[src/rtl/fm_demod_pkg.sv]
// Shared definitions for the FM demodulator chain: default widths,
// pipeline state encodings and a width-generic saturation helper.
package fm_demod_pkg;

    localparam int WIDTH     = 16;
    localparam int OUT_WIDTH = 16;

    // Post-dump pipeline sequencing
    typedef enum logic [1:0] {
        IDLE = 2'd0,
        FILT = 2'd1,
        OUT  = 2'd2
    } pipe_state_t;

    // Clamp a sign-extended value into the signed range of out_w bits.
    // Callers size-cast the result down to out_w bits.
    function automatic logic signed [63:0] saturate(input logic signed [63:0] x,
                                                    input int out_w);
        logic signed [63:0] hi;
        logic signed [63:0] lo;
        hi = (64'sd1 <<< (out_w - 1)) - 64'sd1;
        lo = -(64'sd1 <<< (out_w - 1));
        if (x > hi)
            return hi;
        else if (x < lo)
            return lo;
        else
            return x;
    endfunction

    // True when saturate() would have to clamp x
    function automatic logic is_clamped(input logic signed [63:0] x,
                                        input int out_w);
        logic signed [63:0] hi;
        logic signed [63:0] lo;
        hi = (64'sd1 <<< (out_w - 1)) - 64'sd1;
        lo = -(64'sd1 <<< (out_w - 1));
        return (x > hi) || (x < lo);
    endfunction

endpackage

[src/rtl/audio_decim_deemph_deemph_iir.sv]
// First-order shift-based de-emphasis IIR with output gain shift,
// saturation to the audio word and a sticky saturation flag.
module deemph_iir #(
    parameter int IN_W        = 32,
    parameter int ALPHA_SHIFT = 3,
    parameter int GAIN_SHIFT  = 0,
    parameter int OUT_WIDTH   = 16
) (
    input  logic                        clk,
    input  logic                        rst,
    input  logic                        kick,
    input  logic                        emit,
    input  logic signed [IN_W-1:0]      avg,
    output logic signed [OUT_WIDTH-1:0] data_o,
    output logic                        valid_o,
    output logic                        sat_o
);
    import fm_demod_pkg::*;

    // One bit of headroom over the input: the difference avg - y always fits,
    // and y itself only ever moves between its old value and avg.
    localparam int Y_W = IN_W + 1;

    logic signed [Y_W-1:0] y_reg;
    logic signed [Y_W-1:0] avg_ext;
    logic signed [Y_W-1:0] diff;
    logic signed [Y_W-1:0] step;
    logic signed [Y_W-1:0] y_next;
    logic signed [Y_W-1:0] y_scaled;

    // Filter update and output scaling
    always_comb begin
        avg_ext  = $signed({avg[IN_W-1], avg});
        diff     = avg_ext - y_reg;
        step     = diff >>> ALPHA_SHIFT;
        y_next   = y_reg + step;
        y_scaled = y_reg >>> GAIN_SHIFT;
    end

    // Filter state on kick; saturated output, strobe and sticky flag on emit
    always_ff @(posedge clk or negedge rst) begin
        if (!rst) begin
            y_reg   <= '0;
            data_o  <= '0;
            valid_o <= 1'b0;
            sat_o   <= 1'b0;
        end else begin
            valid_o <= 1'b0;
            if (kick)
                y_reg <= y_next;
            if (emit) begin
                data_o  <= OUT_WIDTH'(saturate(64'(y_scaled), OUT_WIDTH));
                valid_o <= 1'b1;
                if (is_clamped(64'(y_scaled), OUT_WIDTH))
                    sat_o <= 1'b1;
            end
        end
    end

endmodule

[src/rtl/audio_decim_deemph.sv]
// Integrate-and-dump decimator followed by the de-emphasis IIR.
// Accumulation runs independently of the FILT/OUT pipeline.
module audio_decim_deemph #(
    parameter int WIDTH       = fm_demod_pkg::WIDTH,
    parameter int RATIO       = 32,
    parameter int LOG2_RATIO  = 5,
    parameter int ALPHA_SHIFT = 3,
    parameter int GAIN_SHIFT  = 0,
    parameter int OUT_WIDTH   = fm_demod_pkg::OUT_WIDTH
) (
    input  logic                        clk,
    input  logic                        rst,
    input  logic                        start_i,
    input  logic                        valid_i,
    input  logic signed [2*WIDTH-1:0]   data_i,
    output logic signed [OUT_WIDTH-1:0] data_o,
    output logic                        valid_o,
    output logic                        sat_o
);
    import fm_demod_pkg::*;

    localparam int IN_W  = 2 * WIDTH;
    // LOG2_RATIO extra bits: a full block of extreme samples cannot overflow
    localparam int ACC_W = IN_W + LOG2_RATIO;

    logic signed [ACC_W-1:0]  acc_reg;
    logic [LOG2_RATIO-1:0]    count_reg;
    logic signed [IN_W-1:0]   avg_reg;
    pipe_state_t              state_reg;

    logic                     last;
    logic                     dump;
    logic signed [ACC_W-1:0]  acc_sum;
    logic signed [IN_W-1:0]   avg_next;

    // Block-end detection and the dumped average (floor via arithmetic shift)
    always_comb begin
        last     = (count_reg == LOG2_RATIO'(RATIO - 1));
        dump     = start_i & valid_i & last;
        acc_sum  = acc_reg + ACC_W'(data_i);
        avg_next = IN_W'(acc_sum >>> LOG2_RATIO);
    end

    // Integrate and dump; dropping start_i throws away a partial block
    always_ff @(posedge clk or negedge rst) begin
        if (!rst) begin
            acc_reg   <= '0;
            count_reg <= '0;
            avg_reg   <= '0;
        end else if (!start_i) begin
            acc_reg   <= '0;
            count_reg <= '0;
        end else if (valid_i) begin
            if (last) begin
                acc_reg   <= '0;
                count_reg <= '0;
                avg_reg   <= avg_next;
            end else begin
                acc_reg   <= acc_sum;
                count_reg <= count_reg + LOG2_RATIO'(1);
            end
        end
    end

    // Pipeline sequencing: one filter step, then one output step.
    // A started FILT/OUT sequence completes even if start_i falls.
    always_ff @(posedge clk or negedge rst) begin
        if (!rst) begin
            state_reg <= IDLE;
        end else begin
            case (state_reg)
                IDLE:    if (dump) state_reg <= FILT;
                FILT:    state_reg <= OUT;
                OUT:     state_reg <= IDLE;
                default: state_reg <= IDLE;
            endcase
        end
    end

    deemph_iir #(
        .IN_W        (IN_W),
        .ALPHA_SHIFT (ALPHA_SHIFT),
        .GAIN_SHIFT  (GAIN_SHIFT),
        .OUT_WIDTH   (OUT_WIDTH)
    ) u_iir (
        .clk     (clk),
        .rst     (rst),
        .kick    (state_reg == FILT),
        .emit    (state_reg == OUT),
        .avg     (avg_reg),
        .data_o  (data_o),
        .valid_o (valid_o),
        .sat_o   (sat_o)
    );

endmodule

[config.mk]
export PLATFORM = sky130hd
export DESIGN_NAME = audio_decim_deemph
export DESIGN_NICKNAME = d
export VERILOG_FILES = /design/src/rtl/fm_demod_pkg.sv /design/src/rtl/audio_decim_deemph_deemph_iir.sv /design/src/rtl/audio_decim_deemph.sv
export SDC_FILE = /design/constraint.sdc
export NUM_CORES = 1
export LEC_CHECK = 0
export CORE_MARGIN = 3
export CORE_UTILIZATION = 50
export CTS_CLUSTER_SIZE = 28
export DETAILED_ROUTE_END_ITERATION = 8
export PLACE_DENSITY = 0.69
export SYNTH_ARGS = -nofsm -noshare
export SYNTH_HDL_FRONTEND = slang
export SYNTH_SLANG_ARGS = --single-unit
[constraint.sdc]
create_clock -name clk -period 9.95 [get_ports clk]
set_input_delay 1.4925 -clock clk [delete_from_list [all_inputs] [get_ports clk]]
set_output_delay 1.4925 -clock clk [all_outputs]
set_load 0.05 [all_outputs]
==> results.yml, run 1 <==
clocking:
  htree_num_levels: 4
  cts_tree: "done"
  post_cts_resized: 0
  cts_buffers: 17
  clock_path_buffers: 2
  cts_setup_buffers: 0
  clock_latency_ns: 0.43
  postCtsHoldBufs: 0
  clkTransAtPathRegs_ns: 0.06
  cts_num_sinks: 127
  cts-root-buf: "clkbuf_16"
power:
  max-vdd-ir-drop_v: 0.000104
  powerDensity_nw_per_um2: 137
  p_leak_uw: 0.00535
synth:
  yosys-top-cells-count: "dfrtp_1 (127), nand2_1 (110), ha_1 (103)"
  synth_cell_type_count: 58
  syn_area_um2: 9570
  synth_edf_count: 0
  synth_most_common_cell: "dfrtp_1"
  synth_top_area_cell: "dfrtp_1"
  synthAdderAreaFrac_pct: 13.9
  synth-seq-cells: 127
  synth_top_family_by_area: "compound AO/OA/AOI/OAI gates"
  synth-xor-area-share_pct: 8.38
  synth_seq_area_share_pct: 33.2
  synth_fp_nets: 1209
  syn_inst: 1068
  synth.area.mux_share_pct: 3.03
  synth-simple-area-share_pct: 13.7
  syn_area_per_cell_um2: 8.96
  synth_compound_area_share_pct: 24.6
  synth-warning-count: 0
  synthTopCellsByArea: "dfrtp_1 (33%), ha_1 (13%), o21ai_0 (5.1%)"
  synthFlopType: "dfrtp_1"
  synth_top_area_share_pct: 33.2
  synthArstFlopShare_pct: 100
grt:
  antenna_found_initial: 0
  grt_overflow: 0
  grt_pass1_wl_um: 36900
  grt_max_degree: 75
  grt_pass1_vias: 7427
  grtUsageTotal_pct: 22.1
floorplanning:
  die_w_um: 144
  coreArea_um2: 18400
  die_area_um2: 20800
  initial_utilization_pct: 52.0
  io_pins: 54
  die_y_um: 144
  rows: 49
sta:
  setup_tns_ns: 0
  relSlewSlack_pct: 22.4
  finalCritPeriodShare_pct: 51.8
  holdWs_ns: 0.446
  min_period_ns: 5.15
  setup_viol: 0
  finalClockSkew_ns: 0.00925
  maxSlewViolCount: 0
  finalHoldViolations: 0
  tightest_slew_ns: 1.16
  rsz0062_at_grt: "no"
  max_freq_ghz: 0.194
setup_path:
  crit_required_ns: 10.24
  crit_arrival_ns: 5.44
  cp_slowest_cell: "a2111oi_0"
  critPathCaptureType: "flop"
  critPathMaxStageDelay_ns: 0.53
  crit_chain: "inv_1 -> ha_1 -> nand2_1 -> o21ai_1 -> a41oi_1 -> o21ai_1 -> a21boi_0 -> nor2b_1 -> nor2_1 -> xnor2_1 -> ha_1 -> a21o_1 -> a2111oi_0 -> a21oi_1 -> o21a_1 -> a221o_1 -> a31o_2 -> a21oi_1 -> xor2_1 -> o21ai_0"
  cp_max_fo: 6
  critPathKind: "flop to flop"
  cp_top_family: "compound AO/OA/AOI/OAI gates"
  worstSetupStartpointType: "flop"
  path_buf_inv: 1
final_layout:
  largest_reg_flops: 37
  drive_gt1_share_pct: 7.71
  fillCellCount: 1674
  diodes: 0
  synthToLayoutAreaGrowth_pct: 13.8
  layout.nets: 1256
route:
  drtIter0Drc: 528
  viasPerCell: 5.82
  drc: 0
  vias: 7901
  ant_nets: 0
  wl_per_cell_um: 16.4
  wl_um: 22200
  dr.pass1.iters: 7
placement:
  dpl.hpwl_um: 16500
  gp_congestion: 0.925
  port_buffers: 53
outcome:
  outcome: "finished, final reports clean"
min_path:
  hold_class: "flop to flop"
run:
  drv_cap: 0
==> through the flow <==
stage	util (%)	std cells	power, µW	instance area (µm²)	worst slack, ns
after CTS	59.3	1357	1510	10900	4.88
after floorplan	-	1068	812	9570	5.51
final	59.3	1357	1500	10900	4.80
after global placement	56.2	1325	899	10300	5.15
after detailed placement	56.2	1325	903	10300	4.97
after global routing	59.3	1357	1580	10900	4.48
==> layout by cell type, fill, tap and decap left out, types with 7 or more instances in the layout <==
cell type,synthesis,routed
nand3_1,12,11
a22o_1,24,24
a21o_1,53,53
o31ai_1,14,14
nor2b_1,19,18
a31oi_1,8,8
o21a_1,11,11
mux2_2,24,24
o211ai_1,9,9
a211oi_1,9,9
clkbuf_16,0,17
xor2_1,33,33
nand4_1,18,18
inv_1,50,50
a21oi_1,89,89
nor2_1,47,46
xnor2_1,56,56
clkdlybuf4s50_1,0,52
nand2_1,110,110
o21ai_0,98,98
and3_1,7,7
nor3_1,17,17
or2_2,8,8
nand2b_1,13,13
dfrtp_1,127,127
o21bai_1,12,12
ha_1,103,103
==> final cells by class <==
cell class / count / area (µm²) / share of cell area, %
Clock buffer: 18 / 439 / 4.03
Clock inverter: 14 / 121 / 1.11
Inverter: 51 / 191 / 1.76
Multi-Input combinational cell: 860 / 6120 / 56.1
Sequential cell: 127 / 3180 / 29.2
Tap cell: 229 / 287 / 2.63
Timing Repair Buffer: 58 / 566 / 5.19
==> layer usage <==
layer	wire (µm)	part of all wire [%]	global-route usage, %	up-vias
li1	-	-	-	4012
met1	11300	51	31.9	3689
met2	9610	43	33.6	170
met3	1000	4.5	4.96	30
met4	317	1.4	5.65	0
met5	0	0	0	-
==> path summary, 6_finish.rpt <==
path,depth (start not counted),slack (ns),start,to
min in group asynchronous,1,1.20,rst,acc_reg[7]
min,1,0.45,state_reg[0],state_reg[0]
max in group asynchronous,2,7.48,rst,u_iir.y_reg[32]
max reg2reg,20,4.80,u_iir.y_reg[1],u_iir.y_reg[30]
max,20,4.80,u_iir.y_reg[1],u_iir.y_reg[30]
min reg2reg,1,0.45,state_reg[0],state_reg[0]
==> report_power, final <==
group	internal [µW]	switching (µW)
Clock	333	266
Sequential	542	16.9
Combinational	145	193
==> kinds of logic (layout without fill, tap and decap cells) <==
group           Yosys count  in the layout
fa+ha+maj               105            105
flops                   127            127
buf+inv                  81            141
compound gates          366            366
xor+xnor                 90             90
mux                      26             26
simple gates            273            273
No activity file was read; power rests on OpenSTA's default activity.
==> inputs of run 2 (changes only) <==
--- a/config.mk
+++ b/config.mk
@@ -9,7 +9,7 @@
 export CORE_UTILIZATION = 50
 export CTS_CLUSTER_SIZE = 28
 export DETAILED_ROUTE_END_ITERATION = 8
-export PLACE_DENSITY = 0.69
+export PLACE_DENSITY = 0.71
 export SYNTH_ARGS = -nofsm -noshare
 export SYNTH_HDL_FRONTEND = slang
 export SYNTH_SLANG_ARGS = --single-unit
==> constraint.sdc (replaced) <==
create_clock -name clk -period 4.3 [get_ports clk]
set_input_delay 0.645 -clock clk [delete_from_list [all_inputs] [get_ports clk]]
set_output_delay 0.645 -clock clk [all_outputs]
set_load 0.05 [all_outputs]
==> run 2 against run 1 <==
The run now ends with setup timing left. Global-route usage up 1.0 points. Wire length up 6.0%. Critical path depth up 4. Design area up 9.0%. Via count up 5.5%. Worst hold slack worse by 0.052 ns. Total power rose by 140%. Critical path type unchanged. Critical endpoint is now u_iir.y_reg[32]. Largest cell class unchanged.
==> results.yml, run 2 (synthesized netlist as in run 1, its figures left out) <==
power:
  p_leak_uw: 0.00584
  max-vdd-ir-drop_v: 0.000288
  combPwrFrac_pct: 21.5
  intPower_uw: 2590
  p_sw_share_pct: 28.9
  seq_power_share_pct: 35.4
  p_sw_uw: 1060
  powerDensity_nw_per_um2: 307
  clkPwrFrac_pct: 43.1
setup_path:
  r2r_slack_ns: -0.21
  critPathCaptureType: "flop"
  path_buf_inv: 3
  reg2regPathDepth: 24
  critPathKind: "flop to flop"
  startpoint: "avg_reg[2]"
  crit-reg2reg-capture: "u_iir.y_reg[32]"
  crit_arrival_ns: 4.85
  cp_max_fo: 5
  crit_chain: "ha_4 -> a21oi_2 -> o21ai_4 -> a41oi_2 -> o211ai_1 -> a21oi_2 -> nor2b_2 -> o21a_1 -> buf_4 -> buf_4 -> nor2_1 -> xnor2_1 -> ha_1 -> nand4_1 -> nor2_1 -> o211ai_1 -> buf_4 -> a21oi_2 -> o21a_1 -> a221o_1 -> a211oi_2 -> xnor3_1 -> nand2_1 -> xnor2_1"
  worstSetupStartpointType: "flop"
  r2r_start: "avg_reg[2]"
  cp_top_family: "compound AO/OA/AOI/OAI gates"
  cp_slowest_cell: "dfrtp_1"
  critPathMaxStageDelay_ns: 0.41
  crit_required_ns: 4.64
grt:
  grtUsageTotal_pct: 23.1
  grt_overflow: 0
  grt_max_degree: 77
  antenna_found_initial: 0
  grt_pass1_vias: 8004
  grt_pass1_wl_um: 39100
sta:
  maxSlewViolCount: 0
  setup_viol: 7
  rsz0062_at_grt: "yes"
  finalClockSkew_ns: 0.0104
  finalCritPeriodShare_pct: 105
  min_period_ns: 4.51
  max_freq_ghz: 0.222
  relSlewSlack_pct: 33.1
  finalHoldViolations: 0
  setup_ws_ns: -0.212
  tightest_slew_ns: 1.00
floorplanning:
  coreArea_um2: 18400
  initial_utilization_pct: 52.0
  io_pins: 54
  die_y_um: 144
  die_w_um: 144
  die_area_um2: 20800
  rows: 49
final_layout:
  finish.utilization_pct: 64.6
  fillCellCount: 1539
  diodes: 0
  final_cell_mix: "dfrtp_1 (127), nand2_1 (108), ha_1 (96), o21ai_0 (92), buf_4 (85)"
  drive_gt1_share_pct: 17.6
  synthToLayoutAreaGrowth_pct: 24.1
  largest_reg_flops: 37
  layout.nets: 1336
  final_common_cell: "dfrtp_1"
clocking:
  postCtsHoldBufs: 0
  htree_num_levels: 4
  cts-root-buf: "clkbuf_16"
  clock_latency_ns: 0.42
  clock_path_buffers: 2
  cts_num_sinks: 127
  clkTransAtPathRegs_ns: 0.06
  cts_buffers: 17
  cts_tree: "done"
placement:
  gp_congestion: 0.950
  port_buffers: 53
  pre_cts_ws_ns: -0.236
  dpl.hpwl_um: 16900
route:
  vias: 8334
  viasPerCell: 5.80
  dr.pass1.iters: 5
  wl_um: 23500
  drc: 0
  wl_per_cell_um: 16.4
  drtIter0Drc: 524
  ant_nets: 0
run:
  drv_cap: 0
min_path:
  hold_class: "input port to asynchronous set/reset pin"
outcome:
  outcome: "complete, but fails checks"
  violations: "setup timing"
==> run 2: changes by cell type in the layout (fill, tap and decap cells not counted), moves of 4 or more <==
cell       before  now
bufinv_16       0    4
o21ai_0        98   92
ha_1          103   96
a21oi_1        89   71
a21oi_2         2   18
buf_4           6   85
ha_4            0    7
==> run 2: cell type report <==
class	count	area, µm²	area share (%)
Clock inverter	12	183	1.54
Timing Repair Buffer	138	1180	9.92
Multi-Input combinational cell	860	6410	54.0
Clock buffer	19	453	3.81
Sequential cell	127	3180	26.7
Inverter	51	191	1.61
Tap cell	229	287	2.41
==> run 2: metrics by stage <==
stage	std cells	hold slack [ns]	TNS (ns)	area, µm²	total power [µW]
CTS	1428	0.438	-0.0760	11700	3670
finish	1436	0.394	-0.630	11900	3650
global route	1436	0.475	-3.05	11900	3820
detailed placement	1390	0.441	-1.02	10800	2090
global placement	1390	0.434	-0.542	10800	2070
floorplan	1068	0.349	-0.00208	9590	1880
==> run 2: worst max path at each step <==
stage | endpoint | cells past startpoint
floorplan | u_iir.y_reg[30] | 23
global route | u_iir.y_reg[32] | 24
CTS | u_iir.y_reg[32] | 22
global placement | u_iir.y_reg[32] | 22
detailed placement | u_iir.y_reg[32] | 22
finish | u_iir.y_reg[32] | 24
==> run 2: per-layer routing <==
metal | share of wire, % | track usage (%) | wire (µm)
met1 | 50 | 33.5 | 11700
met2 | 45 | 36.3 | 10700
met3 | 3.4 | 3.67 | 804
met4 | 1.3 | 5.50 | 308
met5 | 0 | 0 | 0
==> run 2: power by group through the flow <==
stage / registers, µW / clock network (µW) / logic (µW)
6_report: 1290 / 1570 / 784
3_3_place_gp: 1310 / 0 / 764
2_1_floorplan: 1300 / 0 / 574
5_1_grt: 1300 / 1640 / 875
3_5_place_dp: 1310 / 0 / 778
4_1_cts: 1290 / 1590 / 786
==> run 2: what timing repair did <==
action	4_1_cts	5_1_grt
resized for setup	30	29
endpoints found under the setup margin	11	15
pin swaps	28	32
setup buffers	7	8
